## config.mk

```make
export PLATFORM = sky130hd
export DESIGN_NAME = quire_accum
export DESIGN_NICKNAME = d
export VERILOG_FILES = /design/src/rtl/posit_defines.sv /design/src/rtl/quire_shifter.sv /design/src/rtl/quire_accum.sv
export SDC_FILE = /design/constraint.sdc
export NUM_CORES = 1
export LEC_CHECK = 0
export ABC_AREA = 1
export CAP_MARGIN = 30
export CORE_ASPECT_RATIO = 0.75
export CORE_UTILIZATION = 40
export DETAILED_ROUTE_END_ITERATION = 6
export PLACE_DENSITY_LB_ADDON = 0.12
export SETUP_SLACK_MARGIN = 0.1
export SLEW_MARGIN = 30
export SYNTH_ARGS = -nofsm -noshare
export SYNTH_HDL_FRONTEND = slang
export SYNTH_SLANG_ARGS = --single-unit
export TNS_END_PERCENT = 50
```

## constraint.sdc

```tcl
create_clock -name clk -period 4.4 [get_ports clk]
set_input_delay 1.1 -clock clk [delete_from_list [all_inputs] [get_ports clk]]
set_output_delay 1.1 -clock clk [all_outputs]
set_load 0.01 [all_outputs]
```

## src/rtl/posit_defines.sv

```systemverilog
// posit_defines: derived widths shared by the quire accumulator and its
// stage-1 shifter. Every helper takes the posit word width n and the
// exponent size es. The quire helper also takes the carry-guard bit count.
//   frac_w     : stored fraction bits (hidden bit excluded)
//   sf_w       : signed scale-factor width
//   nqmin      : minimum quire width that holds any exact posit product
//   quire_size : nqmin plus the carry-guard bits
//   bpp        : quire bit position of 2^0 (the binary point)
package posit_defines;

   function automatic int frac_w(input int n, input int es);
      return n - es - 32'sd3;
   endfunction

   function automatic int sf_w(input int n, input int es);
      return es + $clog2(n) + 32'sd2;
   endfunction

   function automatic int nqmin(input int n, input int es);
      return (32'sd1 << (es + 32'sd2)) * (n - 32'sd2) + 32'sd1;
   endfunction

   function automatic int quire_size(input int n, input int es, input int log_nb_accum);
      return nqmin(n, es) + log_nb_accum;
   endfunction

   function automatic int bpp(input int n, input int es);
      return (nqmin(n, es) - 32'sd1) / 32'sd2;
   endfunction

endpackage

```

## src/rtl/quire_shifter.sv

```systemverilog
// quire_shifter: combinational alignment of one posit value onto the quire
// grid. The value (1.fraction)*2^scale is placed with its hidden bit at quire
// bit BPP+scale. Bits that fall below quire bit 0 are truncated.
// Ports:
//   fraction  in  FRAC_W         stored fraction bits
//   scale     in  SF_W (signed)  power-of-two scale
//   mag_o     out QUIRE_SIZE     aligned unsigned magnitude (0 when too big)
//   too_big_o out 1              scale exceeds BPP; the value does not fit
module quire_shifter
   import posit_defines::*;
#(
   parameter  int POSIT_WIDTH  = 8,
   parameter  int ES           = 0,
   parameter  int LOG_NB_ACCUM = 10,
   localparam int FRAC_W       = frac_w(POSIT_WIDTH, ES),
   localparam int SF_W         = sf_w(POSIT_WIDTH, ES),
   localparam int QUIRE_SIZE   = quire_size(POSIT_WIDTH, ES, LOG_NB_ACCUM),
   localparam int BPP          = bpp(POSIT_WIDTH, ES)
) (
   input  logic [FRAC_W-1:0]      fraction,
   input  logic signed [SF_W-1:0] scale,
   output logic [QUIRE_SIZE-1:0]  mag_o,
   output logic                   too_big_o
);

   logic [QUIRE_SIZE-1:0] mant_s;
   int                    shamt_s;

   assign mant_s = {{(QUIRE_SIZE-FRAC_W-1){1'b0}}, 1'b1, fraction};

   // The mantissa LSB sits FRAC_W bits below the hidden bit. A negative
   // amount therefore means a right shift that drops the low fraction bits.
   always_comb begin
      shamt_s   = BPP - FRAC_W + int'(scale);
      too_big_o = (int'(scale) > BPP);
      if (too_big_o) begin
         mag_o = {QUIRE_SIZE{1'b0}};
      end else if (shamt_s >= 32'sd0) begin
         mag_o = mant_s << shamt_s;
      end else begin
         mag_o = mant_s >> (-shamt_s);
      end
   end

endmodule

```

## src/rtl/quire_accum.sv

```systemverilog
// quire_accum: two-stage posit quire accumulator with a ready/valid stream on
// both sides.
//   Stage 1 aligns the incoming value onto the quire grid.
//   Stage 2 adds or subtracts the aligned value in two's complement and keeps
//   the NaR and overflow sticky flags.
// A one-entry skid register absorbs the datum that can still arrive in the
// cycle after the output stalls, because rtr_o is registered.
// Ports:
//   clk, rst                   clock, synchronous active-high reset
//   rts_i / rtr_o              input valid / registered input ready
//   sow_i, eow_i               start / end of window markers
//   fraction, scale, sign_i    decoded posit value
//   zero_i, NaR_i              special-value flags
//   rtr_i / rts_o              output ready / output valid
//   sow_o, eow_o               window markers of the output beat
//   data_o                     quire contents (signed)
//   sign_o, zero_o             sign and zero test of data_o
//   NaR_o, ovf_o               sticky NaR and overflow flags of the window
module quire_accum
   import posit_defines::*;
#(
   parameter  int POSIT_WIDTH  = 8,
   parameter  int ES           = 0,
   parameter  int LOG_NB_ACCUM = 10,
   parameter  int OUT_MODE     = 0,
   localparam int FRAC_W       = frac_w(POSIT_WIDTH, ES),
   localparam int SF_W         = sf_w(POSIT_WIDTH, ES),
   localparam int QUIRE_SIZE   = quire_size(POSIT_WIDTH, ES, LOG_NB_ACCUM)
) (
   input  logic                         clk,
   input  logic                         rst,
   input  logic                         rts_i,
   output logic                         rtr_o,
   input  logic                         sow_i,
   input  logic                         eow_i,
   input  logic [FRAC_W-1:0]            fraction,
   input  logic signed [SF_W-1:0]       scale,
   input  logic                         sign_i,
   input  logic                         zero_i,
   input  logic                         NaR_i,
   input  logic                         rtr_i,
   output logic                         rts_o,
   output logic                         sow_o,
   output logic                         eow_o,
   output logic signed [QUIRE_SIZE-1:0] data_o,
   output logic                         sign_o,
   output logic                         zero_o,
   output logic                         NaR_o,
   output logic                         ovf_o
);

   localparam int IN_W        = FRAC_W + SF_W + 5;
   localparam bit WINDOW_ONLY = (OUT_MODE != 0);
   // Bit positions of the flags in the raw input bus.
   localparam int B_NAR  = FRAC_W + SF_W;
   localparam int B_ZERO = B_NAR + 1;
   localparam int B_SIGN = B_NAR + 2;
   localparam int B_EOW  = B_NAR + 3;
   localparam int B_SOW  = B_NAR + 4;
   // Bit positions of the flags carried by stage 1.
   localparam int F_BIG  = 0;
   localparam int F_NAR  = 1;
   localparam int F_ZERO = 2;
   localparam int F_SIGN = 3;
   localparam int F_EOW  = 4;
   localparam int F_SOW  = 5;

   logic                  process_en_s, accept_s, src_valid_s, too_big_s;
   logic [IN_W-1:0]       in_bus_s, src_bus_s;
   logic [QUIRE_SIZE-1:0] mag_s;

   logic                  rtr_q, rtr_d, skid_valid_q, skid_valid_d;
   logic [IN_W-1:0]       skid_q, skid_d;
   logic                  s1_valid_q, s1_valid_d;
   logic [QUIRE_SIZE-1:0] s1_mag_q, s1_mag_d;
   logic [5:0]            s1_flags_q, s1_flags_d;
   logic [QUIRE_SIZE-1:0] quire_q, quire_d;
   logic                  nar_q, nar_d, ovf_q, ovf_d, open_q, open_d;
   logic                  rts_q, rts_d, sow_o_q, sow_o_d, eow_o_q, eow_o_d;

   logic                  eff_sow_s, skip_s, add_ovf_s;
   logic [QUIRE_SIZE-1:0] base_s, addend_s, sum_s;

   assign process_en_s = rtr_i | ~rts_q;
   assign accept_s     = rts_i & rtr_q;
   assign in_bus_s     = {sow_i, eow_i, sign_i, zero_i, NaR_i, scale, fraction};
   // A parked skid entry always goes ahead of the live input.
   assign src_valid_s  = skid_valid_q | accept_s;
   assign src_bus_s    = skid_valid_q ? skid_q : in_bus_s;

   quire_shifter #(
      .POSIT_WIDTH  (POSIT_WIDTH),
      .ES           (ES),
      .LOG_NB_ACCUM (LOG_NB_ACCUM)
   ) u_shifter (
      .fraction  (src_bus_s[FRAC_W-1:0]),
      .scale     (src_bus_s[FRAC_W+SF_W-1:FRAC_W]),
      .mag_o     (mag_s),
      .too_big_o (too_big_s)
   );

   // Input handshake, skid capture and stage-1 load.
   always_comb begin
      rtr_d        = process_en_s;
      skid_valid_d = skid_valid_q;
      skid_d       = skid_q;
      s1_valid_d   = s1_valid_q;
      s1_mag_d     = s1_mag_q;
      s1_flags_d   = s1_flags_q;
      if (process_en_s) begin
         s1_valid_d = src_valid_s;
         s1_mag_d   = mag_s;
         // An out-of-range scale on a zero or NaR datum is not an overflow.
         s1_flags_d = {src_bus_s[B_SOW], src_bus_s[B_EOW], src_bus_s[B_SIGN],
                       src_bus_s[B_ZERO], src_bus_s[B_NAR],
                       too_big_s & ~src_bus_s[B_ZERO] & ~src_bus_s[B_NAR]};
         if (skid_valid_q) begin
            skid_valid_d = accept_s;
            skid_d       = in_bus_s;
         end else begin
            skid_valid_d = 1'b0;
         end
      end else begin
         // rtr_o lags process_en by one cycle, so one datum can still land here.
         if (accept_s) begin
            skid_valid_d = 1'b1;
            skid_d       = in_bus_s;
         end else begin
            skid_valid_d = skid_valid_q;
         end
      end
   end

   // Stage 2: signed accumulate, sticky flags and the output beat.
   always_comb begin
      quire_d   = quire_q;
      nar_d     = nar_q;
      ovf_d     = ovf_q;
      open_d    = open_q;
      rts_d     = rts_q;
      sow_o_d   = sow_o_q;
      eow_o_d   = eow_o_q;
      // No window is open after reset or after an eow beat.
      eff_sow_s = s1_flags_q[F_SOW] | ~open_q;
      skip_s    = s1_flags_q[F_ZERO] | s1_flags_q[F_NAR] | s1_flags_q[F_BIG];
      base_s    = eff_sow_s ? {QUIRE_SIZE{1'b0}} : quire_q;
      if (skip_s) begin
         addend_s = {QUIRE_SIZE{1'b0}};
      end else if (s1_flags_q[F_SIGN]) begin
         addend_s = -s1_mag_q;
      end else begin
         addend_s = s1_mag_q;
      end
      sum_s     = base_s + addend_s;
      add_ovf_s = (base_s[QUIRE_SIZE-1] == addend_s[QUIRE_SIZE-1]) &
                  (sum_s[QUIRE_SIZE-1] != base_s[QUIRE_SIZE-1]);
      if (process_en_s) begin
         if (s1_valid_q) begin
            quire_d = sum_s;
            nar_d   = (~eff_sow_s & nar_q) | s1_flags_q[F_NAR];
            ovf_d   = (~eff_sow_s & ovf_q) | s1_flags_q[F_BIG] | add_ovf_s;
            open_d  = ~s1_flags_q[F_EOW];
            rts_d   = WINDOW_ONLY ? s1_flags_q[F_EOW] : 1'b1;
            sow_o_d = eff_sow_s & (~WINDOW_ONLY | s1_flags_q[F_EOW]);
            eow_o_d = s1_flags_q[F_EOW];
         end else begin
            rts_d   = 1'b0;
            sow_o_d = 1'b0;
            eow_o_d = 1'b0;
         end
      end else begin
         rts_d = rts_q;
      end
   end

   // State registers with synchronous reset.
   always_ff @(posedge clk) begin
      if (rst) begin
         rtr_q        <= 1'b0;
         skid_valid_q <= 1'b0;
         skid_q       <= {IN_W{1'b0}};
         s1_valid_q   <= 1'b0;
         s1_mag_q     <= {QUIRE_SIZE{1'b0}};
         s1_flags_q   <= 6'b000000;
         quire_q      <= {QUIRE_SIZE{1'b0}};
         nar_q        <= 1'b0;
         ovf_q        <= 1'b0;
         open_q       <= 1'b0;
         rts_q        <= 1'b0;
         sow_o_q      <= 1'b0;
         eow_o_q      <= 1'b0;
      end else begin
         rtr_q        <= rtr_d;
         skid_valid_q <= skid_valid_d;
         skid_q       <= skid_d;
         s1_valid_q   <= s1_valid_d;
         s1_mag_q     <= s1_mag_d;
         s1_flags_q   <= s1_flags_d;
         quire_q      <= quire_d;
         nar_q        <= nar_d;
         ovf_q        <= ovf_d;
         open_q       <= open_d;
         rts_q        <= rts_d;
         sow_o_q      <= sow_o_d;
         eow_o_q      <= eow_o_d;
      end
   end

   assign rtr_o  = rtr_q;
   assign rts_o  = rts_q;
   assign sow_o  = sow_o_q;
   assign eow_o  = eow_o_q;
   assign data_o = quire_q;
   assign sign_o = quire_q[QUIRE_SIZE-1];
   assign zero_o = (quire_q == {QUIRE_SIZE{1'b0}});
   assign NaR_o  = nar_q;
   assign ovf_o  = ovf_q;

endmodule

```

-- After elaboration in Yosys (flattened, before gate mapping)
Cells that the tools add are included.
- bits of input ports: 19
- register bits after elaboration: 100
- output and inout bits: 43
- word-level logic and storage cells: 63
- shift operators: 2
- reductions and logical operators: 4
- equality and inequality tests: 3
- $add $sub $neg: 4
- magnitude comparators: 2
- muxes and demuxes: 15
- bitwise logic cells: 20
- operators with widths (kind ; number):
    35-bit two-way mux ; 5
    15-bit two-way mux ; 4
    35-bit adder ; 1
    35-bit zero test ; 1
    35-bit negation ; 1
    6-bit by 32-bit left shift with 35-bit output ; 1
    6-bit by 32-bit right shift with 35-bit output ; 1
    32-bit by 1-bit >= comparator with 1-bit output (second input constant) ; 1
    32-bit negation ; 1
    1-bit OR ; 8
    4-bit by 5-bit adder with 6-bit output (first input constant) ; 1
    1-bit bitwise AND ; 6
    1-bit two-way mux ; 6
    1-bit inverter ; 6
    5-bit > comparator (second input constant) ; 1
    2-bit AND reduction ; 2
    2-bit by 1-bit != test with 1-bit output (second input constant) ; 1
    2-bit nonzero test ; 1
    1-bit == test ; 1
    1-bit != test ; 1

-- Longest topological paths before layout
- word-level depth: 7
- mapped depth: 28

-- By module
A second synthesis with hierarchy kept.
- cell total of the unflattened synthesis: 1438
- area, all modules: 8490.6 µm²
- modules (own cells, without submodules) (module ; times used ; cells each ; area an instance (µm²)):
    quire_accum ; 1 ; 1206 ; 7318.3
    quire_shifter ; 1 ; 232 ; 1172.4

-- Least setup slack after synthesis
No wires, ideal clock.
- path kind: in2reg
- start point: in scale[1]
- end point: reg s1_mag_q[1]
- buffers on the path: 2
- setup slack: 356 ps
- stages on the path: 17
- arrival: 3973 ps
- data required time: 4330 ps
- setup time: 70 ps
- path through: o21ai_0 > buf_2 > ha_1 > nand3b_1 > nand2_2 > inv_2 > clkbuf_1 > nand4_1 > ha_1 > or2_2 > nor4_1 > nand3_4 > nor2_2 > nand2_1 > nand2_1 > nand3_1 > a21oi_1
- cells in the longest elaborated chain, start to end: 6
- elaborated cells between the ends (all ways): 9
- those cells by class: add/sub (2); order compare (2); shift (2); mux (3)
- RTL lines (what ; RTL line ; source):
    from (decl) ; quire_accum.sv:37 ; input logic signed [SF_W-1:0] scale,
    15-bit two-way mux * ; quire_accum.sv:89 ; assign src_bus_s = skid_valid_q ? skid_q : in_bus_s;
    4-bit by 5-bit adder with 6-bit output ; quire_shifter.sv:34 ; shamt_s = BPP - FRAC_W + int'(scale);
    32-bit negation ; quire_shifter.sv:41 ; mag_o = mant_s >> (-shamt_s);
    6-bit by 32-bit right shift with 35-bit output ; quire_shifter.sv:41 ;
    35-bit two-way mux ; quire_shifter.sv:38 ; end else if (shamt_s >= 32'sd0) begin
    35-bit two-way mux * ; quire_shifter.sv:36 ; if (too_big_o) begin
    to (signal assigned) ; quire_accum.sv:183 ; s1_mag_q <= {QUIRE_SIZE{1'b0}};
    to (signal assigned) ; quire_accum.sv:197 ; s1_mag_q <= s1_mag_d;
    to (decl) ; quire_accum.sv:75 ; logic [QUIRE_SIZE-1:0] s1_mag_q, s1_mag_d;
Every way passes the cells marked *; elsewhere a longest branch is shown, timed or not.
A chain may end at the register's enable or synchronous reset.

-- Worst setup path after layout
- start point: in scale[1]
- end point: reg s1_mag_q[3]
Same word-level chain as after synthesis.

==> summary.md <==
| Metric | Value |
|---|---|
| Status | complete, but fails checks |
| Failing checks | DRC |
| Die height | 126 um |
| Largest net degree at the start of global routing | 74 |
| Non-Filler Instances | 1,678 |
| Max-slew violations | 0 |
| WP buf/inv | 4 |
| Yosys cell types | 48 |
| CP Max Fanout | 7 |
| Hold violation total from the final report | 0 |
| Total die area | 21,200 sq um |
| Clock buffer depth | 2 |
| Vias in the first global route | 7,865 |
| Int Pwr | 1600 uW |
| Avg Synthesized Cell Area | 6.03 sq um |
| Initial antenna violation count | 0 |
| Post-place instance area | 9130 sq um |
| R2r setup slk | 0.49 ns |
| Via/cell ratio | 5.22 |
| Core area | 20,200 sq um |
| Skew-Pair Late Insertion Delay | 0.37 ns |
| Met3 GRT Util | 4.97% |
| Power density cells | 266 nW/um^2 |
| CP max-delay cell | clkdlybuf4s50_1 |
| Minimum clock period after layout | 3.91 ns |
| WP data required | 4.69 ns |
| VDD IR max | 0.180 mV |
| Combinational fraction of design power | 27.0% |
| Wirelength, routed | 25,900 um |
| RSZ-0062 raised after global routing | false |
| RR Startpoint | s1_mag_q[0] |
| Crit path cell chain | clkdlybuf4s50_1 > o21ai_1 > ha_1 > inv_1 > nor2_1 > nand2_1 > nand2_1 > inv_2 > nor2_1 > nand4_1 > ha_1 > or2_2 > nor4_1 > buf_4 > nand3_4 > o21ai_0 > o211ai_1 > a21oi_1 |
| Cell count after placement | 1,661 |
| Num CTS Buffers | 9 |
| Final Wtd Congestion | 0.942 |
| Syn Nets | 1,430 |
| Family with the most delay on the worst path | simple AND/OR/NAND/NOR gates |
| Clock-pin slew on the worst setup and hold paths | 0.09 ns |
| Mapped cell area | 8230 sq um |
| Share of the synthesized area in the top cell type | 24.3% |
| Worst Hold Launch | open_q |
| Count leader, synth | nand2_1 |
| Sequential share of the synthesized area | 24.3% |
| Crit path launch type | input pin |
| Max-Cap Viols | 0 |
| Net count, final | 1,479 |
| Starting density of the core | 40.7% |
| First element of the critical path | scale[1] |
| Post-Syn Instances | 1,366 |
| Grt ovf | 0 |
| WP data arrival | 4.20 ns |
| Met1 usage | 39.8% |
| Num Clock Sinks | 100 |
| Net Sw Frac | 36.5% |
| Net Switching | 919 uW |
| GR peak layer | met1 |
| Final period util | 88.9% |
| Synth area leaders | dfxtp_1 (24%), nand2_1 (12%), inv_1 (9.2%), a21oi_1 (9.1%), nor2_1 (7.9%) |
| DR WL/cell | 15.5 um |
| Share of cells above drive strength 1 | 6.97% |
| Class of the worst hold path | flop to flop |
| 1st-pass router iterations | 7 |
| FP Rows | 45 |
| Leak Pwr | 0.00433 uW |
| Diodes inserted | 0 |
| Top post-synthesis cells by count | nand2_1 (260), inv_1 (202), nor2_1 (174), a21oi_1 (150), o21ai_0 (123) |
| CTS tree | built |
| Detailed Place HPWL | 20,300 um |
| CP endpoint kind | flop |
| Drt first-iter violations | 836 |
| Setup CP Type | input pin to flop |
| Fmax | 256 MHz |
| Root Driver | clkbuf_16 |
| Depth of the CTS H-tree | 3 |
| DR DRC count | 2 |
| First-pass GRT wire length | 42,100 um |
| Port bufs | 61 |
| GRT Overall Usage | 25.2% |
| Synth Warn # | 0 |
| Antenna Nets Post-Route | 0 |
| Clock power share | 33.8% |
| Synth Register Bits | 100 |
| # setup viols final | 0 |
| Top_reg_cell synth | dfxtp_1 |
| Post-route cell area | 9490 sq um |
| Synth area leader | dfxtp_1 |
| Via Count | 8,758 |
| Flop pwr share | 39.2% |
| Final setup skew | 0.0208 ns |
| Grt met2 use | 34.0% |
| Finished Core Util | 46.9% |
| Slew headroom | 39.7% |
| Fraction of registers with async set/reset | 0% |
| Worst slew pin tran | 0.904 ns |
| Max incr delay on CP | 0.42 ns |
| Io pins | 62 |
| Post-synth EDFFs | 0 |
| Synth-to-layout area growth | 15.2% |
| Die W | 168 um |
## path summary, 6_finish.rpt
kind | to | depth (start not counted)
worst max register to register | data_o[26] | 21
worst max-delay path | s1_mag_q[3] | 18
worst min-delay path | open_q | 2
worst min register to register | open_q | 2
## metal layers
| layer | part of all wire, % | wire length [um] | up-vias |
|---|---|---|---|
| met1 | 55 | 14200 | 3915 |
| met5 | 0 | 0 | - |
| met2 | 38 | 9780 | 245 |
| li1 | - | - | 4575 |
| met4 | 1.4 | 352 | 0 |
| met3 | 6.4 | 1650 | 23 |
## cells in the final DEF (no fill, tap or decap), drive strengths merged, types with 14 or more instances in the layout
| cell type | netlist | final |
|---|---|---|
| nand2 | 270 | 270 |
| inv | 210 | 212 |
| nor2 | 185 | 185 |
| a21oi | 150 | 150 |
| o21ai | 135 | 135 |
| dfxtp | 100 | 100 |
| nand3 | 71 | 71 |
| clkdlybuf4s50 | 0 | 60 |
| ha | 44 | 44 |
| nor3 | 28 | 28 |
| nand4 | 27 | 27 |
| buf | 14 | 26 |
| xor2 | 14 | 14 |
## state kept, by name (all words and copies together), names as in the netlist
name / cells
skid_valid_q: 1
s1_mag_q: 35
open_q: 1
skid_q: 15
eow_o: 1
s1_valid_q: 1
s1_flags_q: 6
rts_o: 1
rtr_o: 1
data_o: 35
NaR_o: 1
ovf_o: 1
sow_o: 1
## layout make-up
cell class              count  area, sq um
repair buffers             86          793
inverters                 213          800
fillers                  2178        10700
clock inverters             7         91.3
well taps                 258          323
clock buffers               9          225
multi-input cells        1005         5250
flip-flops and latches    100         2000
## per-stage QoR
step	worst slack (ns)	hold slack (ns)	setup TNS [ns]	power, uW
2_1_floorplan	0.356	0.427	0	1440
3_3_place_gp	0.0363	0.434	0	1670
3_5_place_dp	-0.0285	0.448	-0.0698	1670
4_1_cts	0.355	0.460	0	2520
5_1_grt	0.122	0.486	0	2660
6_report	0.489	0.457	0	2520
## power groups by stage
stage / sequential [uW] / combinational (uW) / clock (uW)
after floorplan: 1010 / 432 / 0
after CTS: 989 / 665 / 871
final: 989 / 680 / 852
after global placement: 1010 / 660 / 0
after global routing: 996 / 762 / 905
after detailed placement: 1010 / 662 / 0
## timing repair
item,4_1_cts,5_1_grt
gates resized for setup,0,9
endpoints found under the setup margin,0,14
hold buffers,0,0
setup buffers,0,1
## tightest hold or removal path, delay by kind of cell (launching register included)
| kind | cells | cell delay [ns] |
|---|---|---|
| flops | 1 | 0.31 |
| buf+inv | 1 | 0.06 |
| compound gates | 1 | 0.06 |
## logic make-up after synthesis
| group | count (synthesis) | share of synthesized area, % |
|---|---|---|
| adder cells (fa/ha/maj) | 45 | 6.93 |
| multiplexers | 4 | 0.486 |
| AND/OR/NAND/NOR | 606 | 32.0 |
| AO/OA/AOI/OAI | 331 | 21.9 |
| XOR/XNOR | 19 | 2.02 |
| buffers and inverters | 261 | 12.4 |
| flip-flops | 100 | 24.3 |
No activity file was read; power rests on OpenSTA's default activity.
